[src/rtl/mips_pkg.sv]
// Shared types and constants for the HI/LO multiply/divide engine.
//   muldiv_op_t    : decoded E-stage HI/LO operation (MULT, MULTU, DIV, DIVU)
//   muldiv_state_t : engine FSM states (IDLE -> RUN -> FIX -> IDLE)
//   MD_WIDTH       : default operand width
//   MD_CNT_W       : iteration counter width for MD_WIDTH
package mips_pkg;

    localparam int unsigned MD_WIDTH = 32;
    localparam int unsigned MD_CNT_W = $clog2(MD_WIDTH);

    typedef enum logic [1:0] {
        MD_MULT  = 2'b00,
        MD_MULTU = 2'b01,
        MD_DIV   = 2'b10,
        MD_DIVU  = 2'b11
    } muldiv_op_t;

    typedef enum logic [1:0] {
        MD_IDLE = 2'd0,
        MD_RUN  = 2'd1,
        MD_FIX  = 2'd2
    } muldiv_state_t;

endpackage

[src/rtl/hilo_muldiv_unit_if.sv]
// E-stage interface between decode/hazard logic and the HI/LO muldiv engine.
//   startE, opE, srcaE, srcbE : launch an operation with forwarded operands
//   mthiE, mtloE              : move srcaE into HI / LO
//   busyE                     : engine in flight (stall request)
//   doneE                     : one-cycle pulse when HI/LO first show a result
//   hi, lo                    : architectural HI/LO
// master = pipeline side, slave = engine side.
interface hilo_muldiv_unit_if #(
    parameter int unsigned WIDTH = 32
);
    logic             startE;
    logic [1:0]       opE;
    logic [WIDTH-1:0] srcaE;
    logic [WIDTH-1:0] srcbE;
    logic             mthiE;
    logic             mtloE;
    logic             busyE;
    logic             doneE;
    logic [WIDTH-1:0] hi;
    logic [WIDTH-1:0] lo;

    modport master (
        output startE, opE, srcaE, srcbE, mthiE, mtloE,
        input  busyE, doneE, hi, lo
    );

    modport slave (
        input  startE, opE, srcaE, srcbE, mthiE, mtloE,
        output busyE, doneE, hi, lo
    );
endinterface

[src/rtl/muldiv_step.sv]
// One radix-2 iteration of the HI/LO engine, purely combinational.
//   i_is_div  : 1 = restoring divide step, 0 = shift-add multiply step
//   i_acc     : partial product high half / partial remainder
//   i_shreg   : multiplier bits (LSB first) / dividend bits becoming quotient
//   i_operand : multiplicand / divisor magnitude
//   o_acc, o_shreg : updated acc/shreg for the next iteration
module muldiv_step #(
    parameter int unsigned WIDTH = 32
) (
    input  logic             i_is_div,
    input  logic [WIDTH-1:0] i_acc,
    input  logic [WIDTH-1:0] i_shreg,
    input  logic [WIDTH-1:0] i_operand,
    output logic [WIDTH-1:0] o_acc,
    output logic [WIDTH-1:0] o_shreg
);
    logic [WIDTH:0]   w_sum;
    logic [WIDTH:0]   w_trial;
    logic [WIDTH-1:0] w_diff;
    logic             w_ge;

    always_comb begin
        // Multiply: add multiplicand when the current multiplier bit is set,
        // then shift {carry, acc, shreg} right by one.
        w_sum = {1'b0, i_acc};
        if (i_shreg[0]) begin
            w_sum = {1'b0, i_acc} + {1'b0, i_operand};
        end

        // Divide: shift next dividend bit into the remainder and trial-subtract.
        // The remainder stays below the divisor, so the difference fits WIDTH bits.
        w_trial = {i_acc, i_shreg[WIDTH-1]};
        w_ge    = (w_trial >= {1'b0, i_operand});
        w_diff  = w_trial[WIDTH-1:0] - i_operand;

        if (i_is_div) begin
            o_acc   = w_ge ? w_diff : w_trial[WIDTH-1:0];
            o_shreg = {i_shreg[WIDTH-2:0], w_ge};
        end else begin
            o_acc   = w_sum[WIDTH:1];
            o_shreg = {w_sum[0], i_shreg[WIDTH-1:1]};
        end
    end
endmodule

[src/rtl/hilo_muldiv_unit.sv]
// Execute-stage multi-cycle MULT/MULTU/DIV/DIVU engine owning HI/LO.
// Operates on magnitudes for WIDTH iterations, then applies sign correction
// in a single FIX cycle that writes HI/LO.
//   clk   : pipeline clock, rising edge
//   reset : asynchronous, active-high; clears all state
//   bus   : slave side of hilo_muldiv_unit_if (start/op/operands/MT*,
//           busyE/doneE/hi/lo)
module hilo_muldiv_unit
    import mips_pkg::*;
#(
    parameter int unsigned WIDTH = MD_WIDTH
) (
    input logic               clk,
    input logic               reset,
    hilo_muldiv_unit_if.slave bus
);
    localparam int unsigned CNT_W = $clog2(WIDTH);

    muldiv_state_t      r_state;
    muldiv_state_t      w_state_nxt;
    muldiv_op_t         r_op;
    muldiv_op_t         w_op;
    logic [WIDTH-1:0]   r_acc;
    logic [WIDTH-1:0]   r_shreg;
    logic [WIDTH-1:0]   r_operand;
    logic [WIDTH-1:0]   r_hi;
    logic [WIDTH-1:0]   r_lo;
    logic [CNT_W-1:0]   r_cnt;
    logic               r_neg_q;
    logic               r_neg_r;
    logic               r_dvz;
    logic               r_done;

    logic               w_is_div;
    logic               w_signed;
    logic               w_a_neg;
    logic               w_b_neg;
    logic               w_r_is_div;
    logic [WIDTH-1:0]   w_a_mag;
    logic [WIDTH-1:0]   w_b_mag;
    logic [WIDTH-1:0]   w_step_acc;
    logic [WIDTH-1:0]   w_step_shreg;
    logic [2*WIDTH-1:0] w_prod;
    logic [2*WIDTH-1:0] w_prod_fix;
    logic [WIDTH-1:0]   w_quo_fix;
    logic [WIDTH-1:0]   w_rem_fix;

    // Operand decode and magnitude extraction at launch.
    always_comb begin
        w_op     = muldiv_op_t'(bus.opE);
        w_is_div = (w_op == MD_DIV) || (w_op == MD_DIVU);
        w_signed = (w_op == MD_MULT) || (w_op == MD_DIV);
        w_a_neg  = w_signed & bus.srcaE[WIDTH-1];
        w_b_neg  = w_signed & bus.srcbE[WIDTH-1];
        w_a_mag  = w_a_neg ? -bus.srcaE : bus.srcaE;
        w_b_mag  = w_b_neg ? -bus.srcbE : bus.srcbE;
    end

    // Sign correction of the finished magnitude result.
    always_comb begin
        w_r_is_div = (r_op == MD_DIV) || (r_op == MD_DIVU);
        w_prod     = {r_acc, r_shreg};
        w_prod_fix = r_neg_q ? -w_prod : w_prod;
        w_quo_fix  = r_neg_q ? -r_shreg : r_shreg;
        // Divide by zero leaves the dividend magnitude in acc, so the
        // re-signed remainder equals the dividend; only LO needs forcing.
        if (r_dvz) begin
            w_quo_fix = '1;
        end
        w_rem_fix  = r_neg_r ? -r_acc : r_acc;
    end

    muldiv_step #(
        .WIDTH (WIDTH)
    ) u_step (
        .i_is_div  (w_r_is_div),
        .i_acc     (r_acc),
        .i_shreg   (r_shreg),
        .i_operand (r_operand),
        .o_acc     (w_step_acc),
        .o_shreg   (w_step_shreg)
    );

    always_ff @(posedge clk or posedge reset) begin
        if (reset) begin
            r_state <= MD_IDLE;
        end else begin
            r_state <= w_state_nxt;
        end
    end

    always_comb begin
        w_state_nxt = r_state;
        case (r_state)
            MD_IDLE: if (bus.startE) w_state_nxt = MD_RUN;
            MD_RUN:  if (r_cnt == '0) w_state_nxt = MD_FIX;
            MD_FIX:  w_state_nxt = MD_IDLE;
            default: w_state_nxt = MD_IDLE;
        endcase
    end

    always_ff @(posedge clk or posedge reset) begin
        if (reset) begin
            r_op      <= MD_MULT;
            r_acc     <= '0;
            r_shreg   <= '0;
            r_operand <= '0;
            r_cnt     <= '0;
            r_neg_q   <= 1'b0;
            r_neg_r   <= 1'b0;
            r_dvz     <= 1'b0;
            r_hi      <= '0;
            r_lo      <= '0;
        end else begin
            case (r_state)
                MD_IDLE: begin
                    if (bus.startE) begin
                        r_op      <= w_op;
                        r_acc     <= '0;
                        r_shreg   <= w_is_div ? w_a_mag : w_b_mag;
                        r_operand <= w_is_div ? w_b_mag : w_a_mag;
                        r_cnt     <= CNT_W'(WIDTH - 1);
                        r_neg_q   <= w_a_neg ^ w_b_neg;
                        r_neg_r   <= w_is_div & w_a_neg;
                        r_dvz     <= w_is_div & (bus.srcbE == '0);
                    end else begin
                        if (bus.mthiE) r_hi <= bus.srcaE;
                        if (bus.mtloE) r_lo <= bus.srcaE;
                    end
                end
                MD_RUN: begin
                    r_acc   <= w_step_acc;
                    r_shreg <= w_step_shreg;
                    if (r_cnt != '0) r_cnt <= r_cnt - 1'b1;
                end
                MD_FIX: begin
                    if (w_r_is_div) begin
                        r_hi <= w_rem_fix;
                        r_lo <= w_quo_fix;
                    end else begin
                        r_hi <= w_prod_fix[2*WIDTH-1:WIDTH];
                        r_lo <= w_prod_fix[WIDTH-1:0];
                    end
                end
                default: ;
            endcase
        end
    end

    always_ff @(posedge clk or posedge reset) begin
        if (reset) begin
            r_done <= 1'b0;
        end else begin
            r_done <= (r_state == MD_FIX);
        end
    end

    assign bus.busyE = (r_state != MD_IDLE);
    assign bus.doneE = r_done;
    assign bus.hi    = r_hi;
    assign bus.lo    = r_lo;

    // The hazard unit must hold off new HI/LO traffic while busy; such
    // requests are dropped here.
    a_no_issue_while_busy: assert property (
        @(posedge clk) disable iff (reset)
        (r_state != MD_IDLE) |-> !(bus.startE || bus.mthiE || bus.mtloE)
    ) else $warning("HI/LO request issued while engine busy; dropped");

endmodule

[src/flat_wrapper.sv]
// flat-port wrapper written by rule: the top's interface ports become plain ports
module hilo_muldiv_unit_flat import mips_pkg::*;
#(
    parameter int unsigned WIDTH = MD_WIDTH
)
  (clk, reset, bus_startE, bus_opE, bus_srcaE, bus_srcbE, bus_mthiE, bus_mtloE, bus_busyE, bus_doneE, bus_hi, bus_lo);
  hilo_muldiv_unit_if #(.WIDTH(WIDTH)) bus_i ();
  input logic clk;
  input logic reset;
  input wire logic [$bits(bus_i.startE)-1:0] bus_startE;
  input wire logic [$bits(bus_i.opE)-1:0] bus_opE;
  input wire logic [$bits(bus_i.srcaE)-1:0] bus_srcaE;
  input wire logic [$bits(bus_i.srcbE)-1:0] bus_srcbE;
  input wire logic [$bits(bus_i.mthiE)-1:0] bus_mthiE;
  input wire logic [$bits(bus_i.mtloE)-1:0] bus_mtloE;
  output wire logic [$bits(bus_i.busyE)-1:0] bus_busyE;
  output wire logic [$bits(bus_i.doneE)-1:0] bus_doneE;
  output wire logic [$bits(bus_i.hi)-1:0] bus_hi;
  output wire logic [$bits(bus_i.lo)-1:0] bus_lo;
  assign bus_i.startE = bus_startE;
  assign bus_i.opE = bus_opE;
  assign bus_i.srcaE = bus_srcaE;
  assign bus_i.srcbE = bus_srcbE;
  assign bus_i.mthiE = bus_mthiE;
  assign bus_i.mtloE = bus_mtloE;
  assign bus_busyE = bus_i.busyE;
  assign bus_doneE = bus_i.doneE;
  assign bus_hi = bus_i.hi;
  assign bus_lo = bus_i.lo;
  hilo_muldiv_unit #(.WIDTH(WIDTH)) u_core (.clk(clk), .reset(reset), .bus(bus_i));
endmodule
[config.mk]
export PLATFORM = sky130hd
export DESIGN_NAME = hilo_muldiv_unit_flat
export DESIGN_NICKNAME = d
export VERILOG_FILES = /design/src/rtl/mips_pkg.sv /design/src/rtl/hilo_muldiv_unit_if.sv /design/src/rtl/muldiv_step.sv /design/src/rtl/hilo_muldiv_unit.sv /design/src/flat_wrapper.sv
export SDC_FILE = /design/constraint.sdc
export NUM_CORES = 1
export LEC_CHECK = 0
export BUFFER_PORTS_ARGS = -buffer_cell sky130_fd_sc_hd__buf_2
export CORE_ASPECT_RATIO = 1.4
export CORE_UTILIZATION = 35
export CTS_BUF_LIST = sky130_fd_sc_hd__clkbuf_8
export CTS_CLUSTER_SIZE = 24
export DETAILED_ROUTE_END_ITERATION = 16
export SLEW_MARGIN = 5
export SYNTH_ARGS = -nofsm -noshare
export SYNTH_HDL_FRONTEND = slang
export SYNTH_SLANG_ARGS = --single-unit
export TNS_END_PERCENT = 5
[constraint.sdc]
create_clock -name clk -period 13.8 [get_ports clk]
set_clock_uncertainty 0.1 [all_clocks]
set_input_delay 2.07 -clock clk [delete_from_list [all_inputs] [get_ports clk]]
set_output_delay 2.07 -clock clk [all_outputs]
set_load 0.1 [all_outputs]
==> impl_results.md, run 1 <==
- Final setup vio count: 0
- Worst slew margin: 12.91%
- Reg-to-Reg End: u_core.r_acc[16]
- Critical Path Start: bus_srcbE[4]
- CP required: between 10 and 15 ns
- Pre-CTS WS: 8.610 ns
- Crit path launch type: input port
- Fmax: 211.5 MHz
- Routed wire length: between 50,000 and 60,000 um
- Crit path arrival time: 4.99 ns
- CTS tree: built
- Setup Buffers After CTS: 0
- Fin crit share: 34.26%
- Later-pin clock latency in the skew report: 0.52 ns
- Average size of a mapped cell: 7.966 um2
- RSZ-0062 raised after global routing: false
- Final instance count without filler cells: 2,514
- HP Class: register to register
- Sink Count: 172
- Tmin final: 4.727 ns
- Die H: 248.7 um
- Max_cap viols: 0
- Leading cell type in the layout, fill and taps excluded: nand2_1
- H-tree Lvls: 4
- Inserted Clock Buffers: 17
- Top cells by area, synth: dfrtp_1, a21oi_1, ha_1
- Share of the synthesized area in the top cell type: 28.29%
- YS warnings: 0
- Avg WL per Cell: 23.78 um
- Final core occ: around 39%
- Placer Congestion: 0.9999
- Cells on worst reg2reg path: 10
- Rows: 90
- Final TNS setup: 0 ns
- Detail Route Antenna Nets: 0
- Share of layout cells above drive strength 1: 11.42%
- EDFF count, synth: 0
- Ys async rst share: 100.0%
- Largest net degree at the start of global routing: between 90 and 100
- Mapped Cells: 1,910
- Post-CTS Resized: 0
- First drt pass iteration count: 6
- Overall routing resource usage: 27.04%
- Number of antenna violations at the first check in global routing: 2
- Post-CTS Hold Buffers: 0
- Top FF cell, synth: dfrtp_1
- Clk buf depth: 2
- Post-DP HPWL: about 45,000 um
- Nets: 2,093
- Cell Area, Synth: 15,220 um2
- Distinct cells, synth: 80
- Placed cell count: 2,483
- Hold Fails Final Rpt: 0
- DR iter-0 viols: 1,462
- Root Buffer: clkbuf_8
- Starting Density: between 30 and 40%
- Post-synth top area cell: dfrtp_1
- Clock transition at path regs: 0.10 ns
- Slew @ Worst Pin: 1.306 ns
- Seq cells post-synth: 172
- Vias in the first global route: 14,777
- I/O pin cnt: roughly 140
- First-pass GRT wire length: 89,670 um
- Nature of the critical path endpoint: register
- R2r startpoint: u_core.r_acc[0]
- Gr ovfl total: 0
- Total vias in the final route: 15,313
- Die ar.: 44,320 um2
- Status: finished clean
- Area grow syn2layout: 9.276%
- Most frequent cells in the layout: nand2_1, a21oi_1, dfrtp_1
- Synthesized Nets: between 2,000 and 2,500
- Die width: 178.2 um
- Fin. max-slew vios: 0
- IO Port Bufs: 136
- Fin worst setup slack: 9.073 ns
- CP Class: input port to register
- Crit path max fanout: 5
- # DRC: 0
- End of the critical path: u_core.r_operand[30]
- Routed vias/inst: 6.091
- Reg2reg setup slack: 9.15 ns
- Sequential share of the synthesized area: between 20 and 30%
- Core area: 43,020 um2
per-layer routing:
layer,GRT usage [%],wire (um),vias to the layer above
met1,30.88,22660,7431
met4,20.12,5007,2
met5,0,16,-
met2,45.18,28940,609
met3,4.060,3155,202
li1,-,-,7069
Yosys cell counts (all sizes together) (5+ instances only):
cell type / number
a2111oi: 5
a211oi: 59
a21o: 27
a21oi: 186
a221o: 32
a221oi: 7
a311oi: 6
a31oi: 24
and2: 13
and3: 9
buf: 26
clkbuf: 110
dfrtp: 172
ha: 70
inv: 77
mux2i: 75
nand2: 191
nand2b: 10
nand3: 26
nand4: 18
nor2: 130
nor2b: 27
nor3: 43
nor3b: 8
nor4: 24
o211ai: 31
o21a: 10
o21ai: 168
o21bai: 5
o221ai: 6
o22ai: 9
o31ai: 27
o41ai: 11
or2: 8
or3: 10
or4: 13
xnor2: 75
xor2: 96
through the flow:
stage,area (um2),hold WS [ns]
floorplan,15220,0.3502
global placement,16260,0.3674
detailed placement,16260,0.3723
CTS,16620,0.3964
global route,16630,0.4386
finish,16630,0.3958
state kept, by name (all words and copies together), names as in the netlist, 2 cells and up:
register and cells:
u_core.r_operand 32, u_core.r_shreg 32, u_core.r_acc 32, u_core.bus.hi 32
u_core.r_cnt 5, u_core.r_state 2, u_core.bus.lo 32
critical path, cell delays in order:
cell	delay, ns
buf_2	0.12
or4_1	0.62
nor4_2	0.55
nand3_1	0.23
nor3_1	0.65
a21oi_1	0.17
xnor2_1	0.24
nand2_1	0.08
o211ai_1	0.13
o21ai_0	0.14
cell type report:
type                            count  area (um2)
Timing Repair Buffer              157       838.3
Clock buffer                       18       247.7
Multi-Input combinational cell   1525       10130
Inverter                           77       294.0
Tap cell                          552       690.7
Fill cell                        4488       26390
Antenna cell                        1       2.502
Clock inverter                     12       112.6
Sequential cell                   172        4308
worst min-delay path by stage:
stage | cells past startpoint | to | slack, ns | from
2_1_floorplan | 2 | u_core.r_dvz | 0.35 | u_core.r_dvz
3_3_place_gp | 2 | u_core.r_dvz | 0.37 | u_core.r_dvz
3_5_place_dp | 2 | u_core.r_dvz | 0.37 | u_core.r_dvz
4_1_cts | 2 | u_core.r_dvz | 0.40 | u_core.r_dvz
5_1_grt | 1 | u_core.bus.lo[15] | 0.44 | u_core.bus.lo[15]
6_report | 2 | u_core.r_dvz | 0.40 | u_core.r_dvz
cell families (layout without fill, tap and decap cells):
family / Yosys count / count (layout) / share of synthesized area (%)
xor+xnor: 171 / 171 / 9.843
fa+ha+maj: 72 / 72 / 6.019
mux: 77 / 77 / 5.082
buf+inv: 213 / 264 / 5.386
flops: 172 / 172 / 28.29
compound gates: 657 / 657 / 27.77
simple gates: 548 / 548 / 17.61
other cells: 0 / 1 / 0
Power of run 1 is not shown: default switching activity piles up to over one toggle a cycle in this logic, so the estimate is an artifact.
==> run 2: changes to the inputs <==
clock period = 4.1 ns   (was 13.8 ns; I/O delays follow)
==> run 2 against run 1 <==
Design area up 2.6%. Global-route usage grew 0.64 points. First-iteration DRC count down 24%. Via count increased by 0.60%. Highest routed layer is now met4.
==> impl_results.md, run 2 (synthesis gave the netlist of run 1 again) <==
- Starting Density: 35.37% (unchanged)
- Rows: 90 (unchanged)
- Core area: 43,020 um2 (unchanged)
- Vias in the first global route: 15,142 (+2.5%)
- Max_cap viols: 0 (unchanged)
- Detail Route Antenna Nets: 0 (unchanged)
- Sink Count: 172 (unchanged)
- Crit path max fanout: 25 (+20)
- Die H: 248.7 um (unchanged)
- Fin crit share: between 90 and 100%
- Slew @ Worst Pin: 1.125 ns (-0.1816 ns)
- CTS tree: built
- First drt pass iteration count: 5 (-1)
- Post-DP HPWL: 47,300 um (+4.5%)
- CP Class: register to register
- Placed cell count: 2,525 (+1.7%)
- Crit path launch type: register
- Routed vias/inst: 6.025 (-1.1%)
- Post-CTS Resized: 0 (unchanged)
- Nature of the critical path endpoint: register
- Routed wire length: 61,130 um (+2.2%)
- CP max stage delay: 0.53 ns (-0.12 ns)
- Design Area, Final: 17,060 um2 (+2.6%)
- Total vias in the final route: 15,405 (+0.60%)
- Later-pin clock latency in the skew report: 0.53 ns (about the same)
- First-pass GRT wire length: 91,960 um (+2.6%)
- Number of antenna violations at the first check in global routing: 1 (-1)
- Most frequent cells in the layout: nand2_1, a21oi_1, dfrtp_1
- Clk buf depth: 2 (unchanged)
- Hold Fails Final Rpt: 0 (unchanged)
- Final setup vio count: 0 (unchanged)
- Share of layout cells above drive strength 1: 13.32% (+1.9 points)
- Worst slew margin: 25.02% (+12 points)
- Gr ovfl total: 0 (unchanged)
- Root Buffer: clkbuf_8
- Cells on worst reg2reg path: 11 (+1)
- HP Class: input port to asynchronous set/reset pin
- Avg WL per Cell: 23.91 um (+0.53%)
- H-tree Lvls: 4 (unchanged)
- Setup Buffers After CTS: 0 (unchanged)
- CP required: 4.42 ns (-9.64 ns)
- Fin. max-slew vios: 0 (unchanged)
- Fmax: ~260 MHz
- Final TNS setup: 0 ns (unchanged)
- # DRC: 0 (unchanged)
- Critical Path Start: u_core.r_operand[16]
- Cells along the critical path: inv_1 -> ha_1 -> nand4_1 -> nor4_1 -> nand4_1 -> o211ai_1 -> a41oi_4 -> buf_4 -> o311ai_0 -> o21ai_0 -> o21ai_0
- Area grow syn2layout: 12.15%
- Crit path arrival time: 4.14 ns (-0.85 ns)
- Inserted Clock Buffers: 17 (unchanged)
- Nets: 2,135 (+2.0%)
- Fill cells: 4,472 (-0.36%)
- Multi-input logic area: 10,130 um2 (about the same)
- Placer Congestion: 1.027 (+2.7%)
- Overall routing resource usage: 27.68% (+0.64 points)
- Tmin final: 3.825 ns
- Reg area: 4308 um2 (unchanged)
- DR iter-0 viols: 1,104 (-24%)
- Clock transition at path regs: 0.12 ns (+0.02 ns)
- End of the critical path: u_core.r_acc[4]
- CP max-delay cell: o211ai_1
- R2r startpoint: u_core.r_operand[16]
- RSZ-0062 raised after global routing: false
- Die ar.: 44,320 um2 (unchanged)
- Leading cell type in the layout, fill and taps excluded: nand2_1
- Reg-to-Reg End: u_core.r_acc[4]
- Reg2reg setup slack: 0.27 ns (-8.88 ns)
- Post-CTS Hold Buffers: 0 (unchanged)
- Worst hold margin: 0.08328 ns (-0.3125 ns)
- Largest net degree at the start of global routing: 98 (-1.0%)
- Final instance count without filler cells: 2,557 (+1.7%)
- Status: finished clean
- Dpl cell area: 16,630 um2 (+2.2%)
- I/O pin cnt: 137 (unchanged)
- IO Port Bufs: 136 (unchanged)
- Die width: 178.2 um (unchanged)
## run 2: cell types whose count changed in the layout (fill, tap and decap cells not counted), sizes merged
cell	delta
clkbuf	-1
buf	+42
bufinv	+2
## run 2: critical path: cells and delay by family, from the launching register on
kind | cells | cell delay [ns]
AO/OA/AOI/OAI | 5 | 1.48
AND/OR/NAND/NOR | 3 | 0.97
buffers and inverters | 2 | 0.33
adder cells (fa/ha/maj) | 1 | 0.42
flip-flops | 1 | 0.40
## run 2: routing by layer
layer	wire [um]	GRT usage, %	vias up
li1	-	-	7168
met1	23310	30.97	7511
met2	30940	48.89	552
met3	2475	2.778	174
met4	4400	18.64	0
met5	0	0	-
## run 2: final cells by class
cell class / instances / area share (%)
multi-input combinational: 1525 / 59.38
inverter: 77 / 1.716
antenna: 1 / 0.01466
sequential: 172 / 25.25
clock buffer: 17 / 1.371
tap: 552 / 4.048
timing repair buffer: 199 / 7.054
clock inverter: 14 / 1.173
## run 2: worst min path at each step
stage | startpoint | endpoint | slack (ns)
6_report | reset | u_core.bus.lo[6] | 0.08
4_1_cts | reset | u_core.bus.hi[19] | 0.07
3_5_place_dp | u_core.r_dvz | u_core.r_dvz | 0.39
2_1_floorplan | u_core.r_dvz | u_core.r_dvz | 0.35
3_3_place_gp | u_core.r_dvz | u_core.r_dvz | 0.37
5_1_grt | reset | u_core.bus.hi[19] | 0.12
## run 2: through the flow
| stage | utilization [%] | setup WS [ns] |
|---|---|---|
| 5_1_grt | 39.67 | 0.05644 |
| 3_5_place_dp | 38.65 | 0.3466 |
| 6_report | 39.67 | 0.2747 |
| 4_1_cts | 39.66 | 0.3140 |
| 3_3_place_gp | 38.65 | 0.3758 |
| 2_1_floorplan | - | 0.9917 |
Power of run 2 is left out for the same reason.
